--- src/rtl/pq_pkg.sv ---
// Shared types and defaults for the sorted shift-register priority queue.
package pq_pkg;
  localparam int KEY_W_DEF = 8;
  localparam int DEPTH_DEF = 16;

  typedef logic [KEY_W_DEF-1:0] key_t;

  typedef enum logic [1:0] {
    OP_IDLE,
    OP_PUSH,
    OP_POP,
    OP_REPLACE
  } pq_op_e;

  localparam key_t KEY_EMPTY = '1;
endpackage

--- src/rtl/pq_cell.sv ---
// One slot of the sorted queue: picks its next key from its left/right
// neighbours, the new key, or itself, based on the decoded operation.
module pq_cell
  import pq_pkg::*;
#(
  parameter int KEY_W = KEY_W_DEF,
  parameter bit FIRST = 1'b0
) (
  input  logic             clk,
  input  logic             rst,
  input  logic [KEY_W-1:0] left_key,
  input  logic             left_vld,
  input  logic [KEY_W-1:0] right_key,
  input  logic             right_vld,
  input  logic [KEY_W-1:0] new_key,
  input  pq_op_e           op,
  input  logic             left_gt,
  output logic [KEY_W-1:0] key,
  output logic             vld,
  output logic             gt
);
  logic right_gt;

  // Empty slots count as "greater" so the insertion point lands on the first
  // empty slot; strict compare keeps equal keys in arrival order.
  assign gt       = !vld || (key > new_key);
  assign right_gt = !right_vld || (right_key > new_key);

  always_ff @(posedge clk or negedge rst) begin
    if (!rst) begin
      key <= '1;
      vld <= 1'b0;
    end else begin
      case (op)
        OP_PUSH: begin
          if (left_gt) begin
            key <= left_key;
            vld <= left_vld;
          end else if (gt) begin
            key <= new_key;
            vld <= 1'b1;
          end
        end
        OP_POP: begin
          key <= right_key;
          vld <= right_vld;
        end
        OP_REPLACE: begin
          // Slot 0 is dropped: the remaining entries are seen one slot to the
          // right, so the insertion test uses the right neighbour's flag.
          if (!right_gt) begin
            key <= right_key;
            vld <= right_vld;
          end else if (FIRST || !gt) begin
            key <= new_key;
            vld <= 1'b1;
          end
        end
        default: begin
          key <= key;
          vld <= vld;
        end
      endcase
    end
  end
endmodule

--- src/rtl/pq_sort_core.sv ---
// Sorted shift-register priority queue: minimum always in slot 0, one
// push/pop/replace per clock, occupancy flags and error pulses.
module pq_sort_core
  import pq_pkg::*;
#(
  parameter int KEY_W = KEY_W_DEF,
  parameter int DEPTH = DEPTH_DEF,
  parameter int CNT_W = $clog2(DEPTH + 1)
) (
  input  logic             clk,
  input  logic             rst,
  input  logic             push,
  input  logic [KEY_W-1:0] push_key,
  input  logic             pop,
  output logic [KEY_W-1:0] min_key,
  output logic             min_valid,
  output logic [CNT_W-1:0] count,
  output logic             full,
  output logic             empty,
  output logic             overflow,
  output logic             underflow
);
  logic [KEY_W-1:0] slot_key [DEPTH];
  logic [DEPTH-1:0] slot_vld;
  logic [DEPTH-1:0] slot_gt;
  logic [CNT_W-1:0] count_reg;
  logic             overflow_reg;
  logic             underflow_reg;
  logic             is_full;
  logic             is_empty;
  pq_op_e           op;

  assign is_full  = (count_reg == CNT_W'(DEPTH));
  assign is_empty = (count_reg == '0);

  // Push+pop on an empty queue degrades to a plain push.
  always_comb begin
    op = OP_IDLE;
    if (push && pop && !is_empty)
      op = OP_REPLACE;
    else if (push && !is_full)
      op = OP_PUSH;
    else if (pop && !is_empty)
      op = OP_POP;
  end

  always_ff @(posedge clk or negedge rst) begin
    if (!rst) begin
      count_reg     <= '0;
      overflow_reg  <= 1'b0;
      underflow_reg <= 1'b0;
    end else begin
      overflow_reg  <= push && !pop && is_full;
      underflow_reg <= pop && is_empty;
      case (op)
        OP_PUSH: count_reg <= count_reg + 1'b1;
        OP_POP:  count_reg <= count_reg - 1'b1;
        default: count_reg <= count_reg;
      endcase
    end
  end

  generate
    for (genvar gi = 0; gi < DEPTH; gi++) begin : g_cell
      logic [KEY_W-1:0] l_key;
      logic             l_vld;
      logic             l_gt;
      logic [KEY_W-1:0] r_key;
      logic             r_vld;

      if (gi == 0) begin : g_left_edge
        assign l_key = '1;
        assign l_vld = 1'b0;
        assign l_gt  = 1'b0;
      end else begin : g_left_link
        assign l_key = slot_key[gi-1];
        assign l_vld = slot_vld[gi-1];
        assign l_gt  = slot_gt[gi-1];
      end

      if (gi == DEPTH - 1) begin : g_right_edge
        assign r_key = '1;
        assign r_vld = 1'b0;
      end else begin : g_right_link
        assign r_key = slot_key[gi+1];
        assign r_vld = slot_vld[gi+1];
      end

      pq_cell #(
        .KEY_W (KEY_W),
        .FIRST (gi == 0)
      ) u_cell (
        .clk       (clk),
        .rst       (rst),
        .left_key  (l_key),
        .left_vld  (l_vld),
        .right_key (r_key),
        .right_vld (r_vld),
        .new_key   (push_key),
        .op        (op),
        .left_gt   (l_gt),
        .key       (slot_key[gi]),
        .vld       (slot_vld[gi]),
        .gt        (slot_gt[gi])
      );
    end
  endgenerate

  assign min_key   = slot_vld[0] ? slot_key[0] : '0;
  assign min_valid = slot_vld[0];
  assign count     = count_reg;
  assign full      = is_full;
  assign empty     = is_empty;
  assign overflow  = overflow_reg;
  assign underflow = underflow_reg;
endmodule

--- config.mk ---
export PLATFORM = sky130hd
export DESIGN_NAME = pq_sort_core
export DESIGN_NICKNAME = d
export VERILOG_FILES = /design/src/rtl/pq_pkg.sv /design/src/rtl/pq_cell.sv /design/src/rtl/pq_sort_core.sv
export SDC_FILE = /design/constraint.sdc
export NUM_CORES = 1
export LEC_CHECK = 0
export BUFFER_PORTS_ARGS = -buffer_cell sky130_fd_sc_hd__buf_2
export CORE_MARGIN = 4
export CORE_UTILIZATION = 64
export CTS_CLUSTER_SIZE = 10
export DETAILED_ROUTE_END_ITERATION = 12
export PLACE_DENSITY = 0.81
export REMOVE_ABC_BUFFERS = 1
export SYNTH_ARGS = -nofsm -noshare
export SYNTH_HDL_FRONTEND = slang
export SYNTH_SLANG_ARGS = --single-unit
--- constraint.sdc ---
create_clock -name clk -period 3.8 [get_ports clk]
set_input_delay 0.76 -clock clk [delete_from_list [all_inputs] [get_ports clk]]
set_output_delay 0.76 -clock clk [all_outputs]
set_load 0.03 [all_outputs]
==> metrics.cfg <==
[status]
outcome = finished clean

[drt]
dr.pass1.iters = 11
ant_nets = 0
wire_per_inst_um = 24.30
drt_iter0_drc = 1652
remaining_drc_errors = 0
via_per_inst = 7.175
drt-total-wl_mm = 35.77
vias = 10560

[die]
core-area_mm2 = 0.01802
rows = 49
fp.dieH_um = 143.7
die-area_mm2 = 0.02065
pin_count = 30
fp.dieW_um = 143.7
start_util_pct = 65.39

[finish]
final_nets = 1374
design_area_mm2 = 0.01297
areaGrowthSynthToFinish_pct = 10.03
utilization_pct = 71.95
fill_cells = 1314
layout-drive-gt1-share_pct = 23.33
antenna_cells = 0
largest_reg_flops = 128

[synth]
syn_inst = 1183
ys_ff_latch = 151
synth_edf_count = 0
synthDistinctLibCells = 77
synth_flop_cell = dfstp_2
ys_seq_area_share_pct = 33.42
synthAdderAreaFrac_pct = 14.08
synth_xor_area_share_pct = 0.2972
async_flop_share_pct = 100.0
synth_compound_area_share_pct = 22.75
synth_mux_area_share_pct = 12.64
syn_area_mm2 = 0.01179
synth.avg_cell_area_um2 = 9.963
synth_top_family_by_area = compound AO/OA/AOI/OAI gates
yosys_warnings = 0
synth-simple-area-share_pct = 10.96

[flow_run]
maxCapViolations = 0

[placed_design]
place_hpwl_mm = 25.04
place_congestion = 0.9546
post-place-ws_ns = 0.3081
port_buffers = 29
place_area_mm2 = 0.01239

[global_routing]
grt_max_degree = 104
grt_antenna_before_repair = 0
grt_pass1_vias = 10400
grt_pass1_wl_mm = 57.74
grt_overflow_total = 0
track_usage_pct = 35.94

[timing]
final_max_slew_viol_count = 0
max_freq_ghz = 0.3206
finalCriticalPeriod_ns = 3.119
fin_crit_sh_pct = 82.08
finClkSkew_ns = 0.01004
hold_viol_final = 0
final.setup.worst_slack_ns = 0.6811
slew_headroom_pct = 47.97
whs_ns = 0.2566
setup_violations = 0
rsz0062_at_grt = no
worst_slew_pin_slew_ns = 0.7805

[worst_setup_path]
crit_required_ns = 4.17
cp.arrival_ns = 3.49
crit_start = push_key[7]
path_cells = buf_2, inv_1, buf_4, ha_1, and4_1, nand4_1, o31ai_1, nor2_1, nand2_1, o221a_2, o32a_1
reg2reg_from = count[0]
cpPeakStageDelay_ns = 0.43
cp_max_fo = 7
crit_type = input port to register
endpoint = g_cell[1].u_cell.key[1]
critical_path_cell_count = 11
start_kind = input port
critPathTopFamily = simple AND/OR/NAND/NOR gates
cpMaxStageDelayCell = nor2_1
reg2reg_slack_ns = 0.83
worstSetupEndpointType = register
rr_endpoint = count[4]
r2r_cells = 11
path_buf_inv = 3

[clock_network]
cts-hold-fix-buffers = 0
clkTransAtPathRegs_ns = 0.06
post_cts_resized = 0
cts_sinks = 151
h-tree-depth = 4
postCtsSetupBuffers = 0
clk_latency_ns = 0.44
cts_buffers = 17
cts_tree = done
ctsLongestPathBuffers = 2
cts-root-buf = clkbuf_16

[power]
power_per_cell_area_mw_per_mm2 = 924.1
power_uw = 11980
vdd_ir_drop_max_mv = 0.5972
power.leakage_uw = 0.005805

[min_path]
hold_class = input port to asynchronous set/reset pin

[Yosys cell counts (all sizes together), types with 4 or more instances]
| cell type | n | area share (%) |
|---|---|---|
| a211o | 7 | 0.52 |
| inv | 113 | 3.6 |
| a22o | 9 | 0.67 |
| o22ai | 6 | 0.37 |
| buf | 30 | 1.6 |
| a222oi | 56 | 4.8 |
| o221ai | 32 | 2.4 |
| a32oi | 11 | 0.82 |
| nand2b | 10 | 0.53 |
| nor3 | 23 | 1.1 |
| nor2 | 52 | 1.7 |
| a31oi | 11 | 0.64 |
| nor2b | 16 | 0.85 |
| nand3 | 13 | 0.55 |
| nand2 | 46 | 1.5 |
| a211oi | 9 | 0.57 |
| o211ai | 13 | 0.83 |
| o21ai | 58 | 2.6 |
| mux2 | 39 | 3.7 |
| and4 | 7 | 0.52 |
| o221a | 7 | 0.67 |
| o31a | 4 | 0.30 |
| a2bb2oi | 11 | 0.87 |
| o2111ai | 7 | 0.57 |
| o31ai | 5 | 0.36 |
| and2 | 17 | 0.90 |
| o32a | 9 | 0.76 |
| nand4 | 19 | 1.0 |
| or3 | 28 | 1.5 |
| mux2i | 105 | 8.9 |
| dfrtp | 23 | 4.9 |
| dfstp | 128 | 29 |
| ha | 131 | 14 |
| a21oi | 67 | 3.0 |
| clkbuf | 21 | 0.67 |
[cell usage in the layout (no fill, tap or decap), types with 10 or more instances in the layout]
| master | count |
|---|---|
| a21oi_1 | 65 |
| a222oi_1 | 56 |
| a2bb2oi_1 | 10 |
| a31oi_1 | 10 |
| a32oi_1 | 11 |
| and2_1 | 17 |
| buf_2 | 28 |
| buf_4 | 46 |
| clkbuf_16 | 17 |
| dfrtp_1 | 23 |
| dfstp_2 | 128 |
| ha_1 | 131 |
| inv_1 | 112 |
| mux2_1 | 21 |
| mux2_2 | 18 |
| mux2i_1 | 105 |
| nand2_1 | 46 |
| nand3_1 | 13 |
| nand4_1 | 19 |
| nor2_1 | 49 |
| nor2b_1 | 15 |
| nor3_1 | 21 |
| o211ai_1 | 13 |
| o21ai_0 | 25 |
| o21ai_1 | 30 |
| o221ai_1 | 32 |
| or3_1 | 27 |
[how the worst min path moves through the flow]
stage,slack (ns),cells after the start,end
5_1_grt,0.29,1,g_cell[5].u_cell.vld
6_report,0.26,1,g_cell[5].u_cell.vld
3_3_place_gp,0.47,2,g_cell[11].u_cell.key[2]
4_1_cts,0.26,1,g_cell[5].u_cell.vld
3_5_place_dp,0.48,2,g_cell[0].u_cell.key[3]
2_1_floorplan,0.46,0,count[0]
[worst register-to-register path, cell delays in order, from the launching register on]
cell and delay [ns]:
dfrtp_1 0.47, nor4_2 0.38, and2b_1 0.26, nor2b_4 0.11, nand2_1 0.17, inv_1 0.25, fa_1 0.48, a21o_1 0.18
a21oi_1 0.21, nor2_1 0.09, a21oi_1 0.16, xnor2_1 0.13
[power breakdown]
| part | internal (µW) | switching (µW) |
|---|---|---|
| combinational | 2760 | 3580 |
| clock | 987 | 729 |
| sequential | 2900 | 1020 |
[logic make-up after synthesis]
group           after synthesis
mux                         144
fa+ha+maj                   132
buf+inv                     164
flops                       151
simple gates                243
compound gates              345
xor+xnor                      4
[through the flow]
stage               std cells  setup TNS (ns)
CTS                      1472               0
global route             1472               0
detailed placement       1440               0
finish                   1472               0
global placement         1440               0
floorplan                1132         -163.40
[per-layer routing]
metal | track usage [%] | vias to the layer above | part of all wire (%)
met4 | 17.34 | 0 | 5.2
met5 | 0 | - | 0
met2 | 55.01 | 673 | 44
li1 | - | 4699 | -
met3 | 6.323 | 158 | 9.5
met1 | 49.58 | 5032 | 41
[layout make-up]
type	instances	area [µm²]	share of cell area (%)
sequential	151	3939	30.37
clock inverter	10	121.4	0.9358
clock buffer	22	454.2	3.502
multi-input combinational	868	7167	55.26
inverter	113	424.2	3.271
tap	229	286.5	2.209
timing repair buffer	79	576.8	4.448
Power figures use the tool's default switching activity.
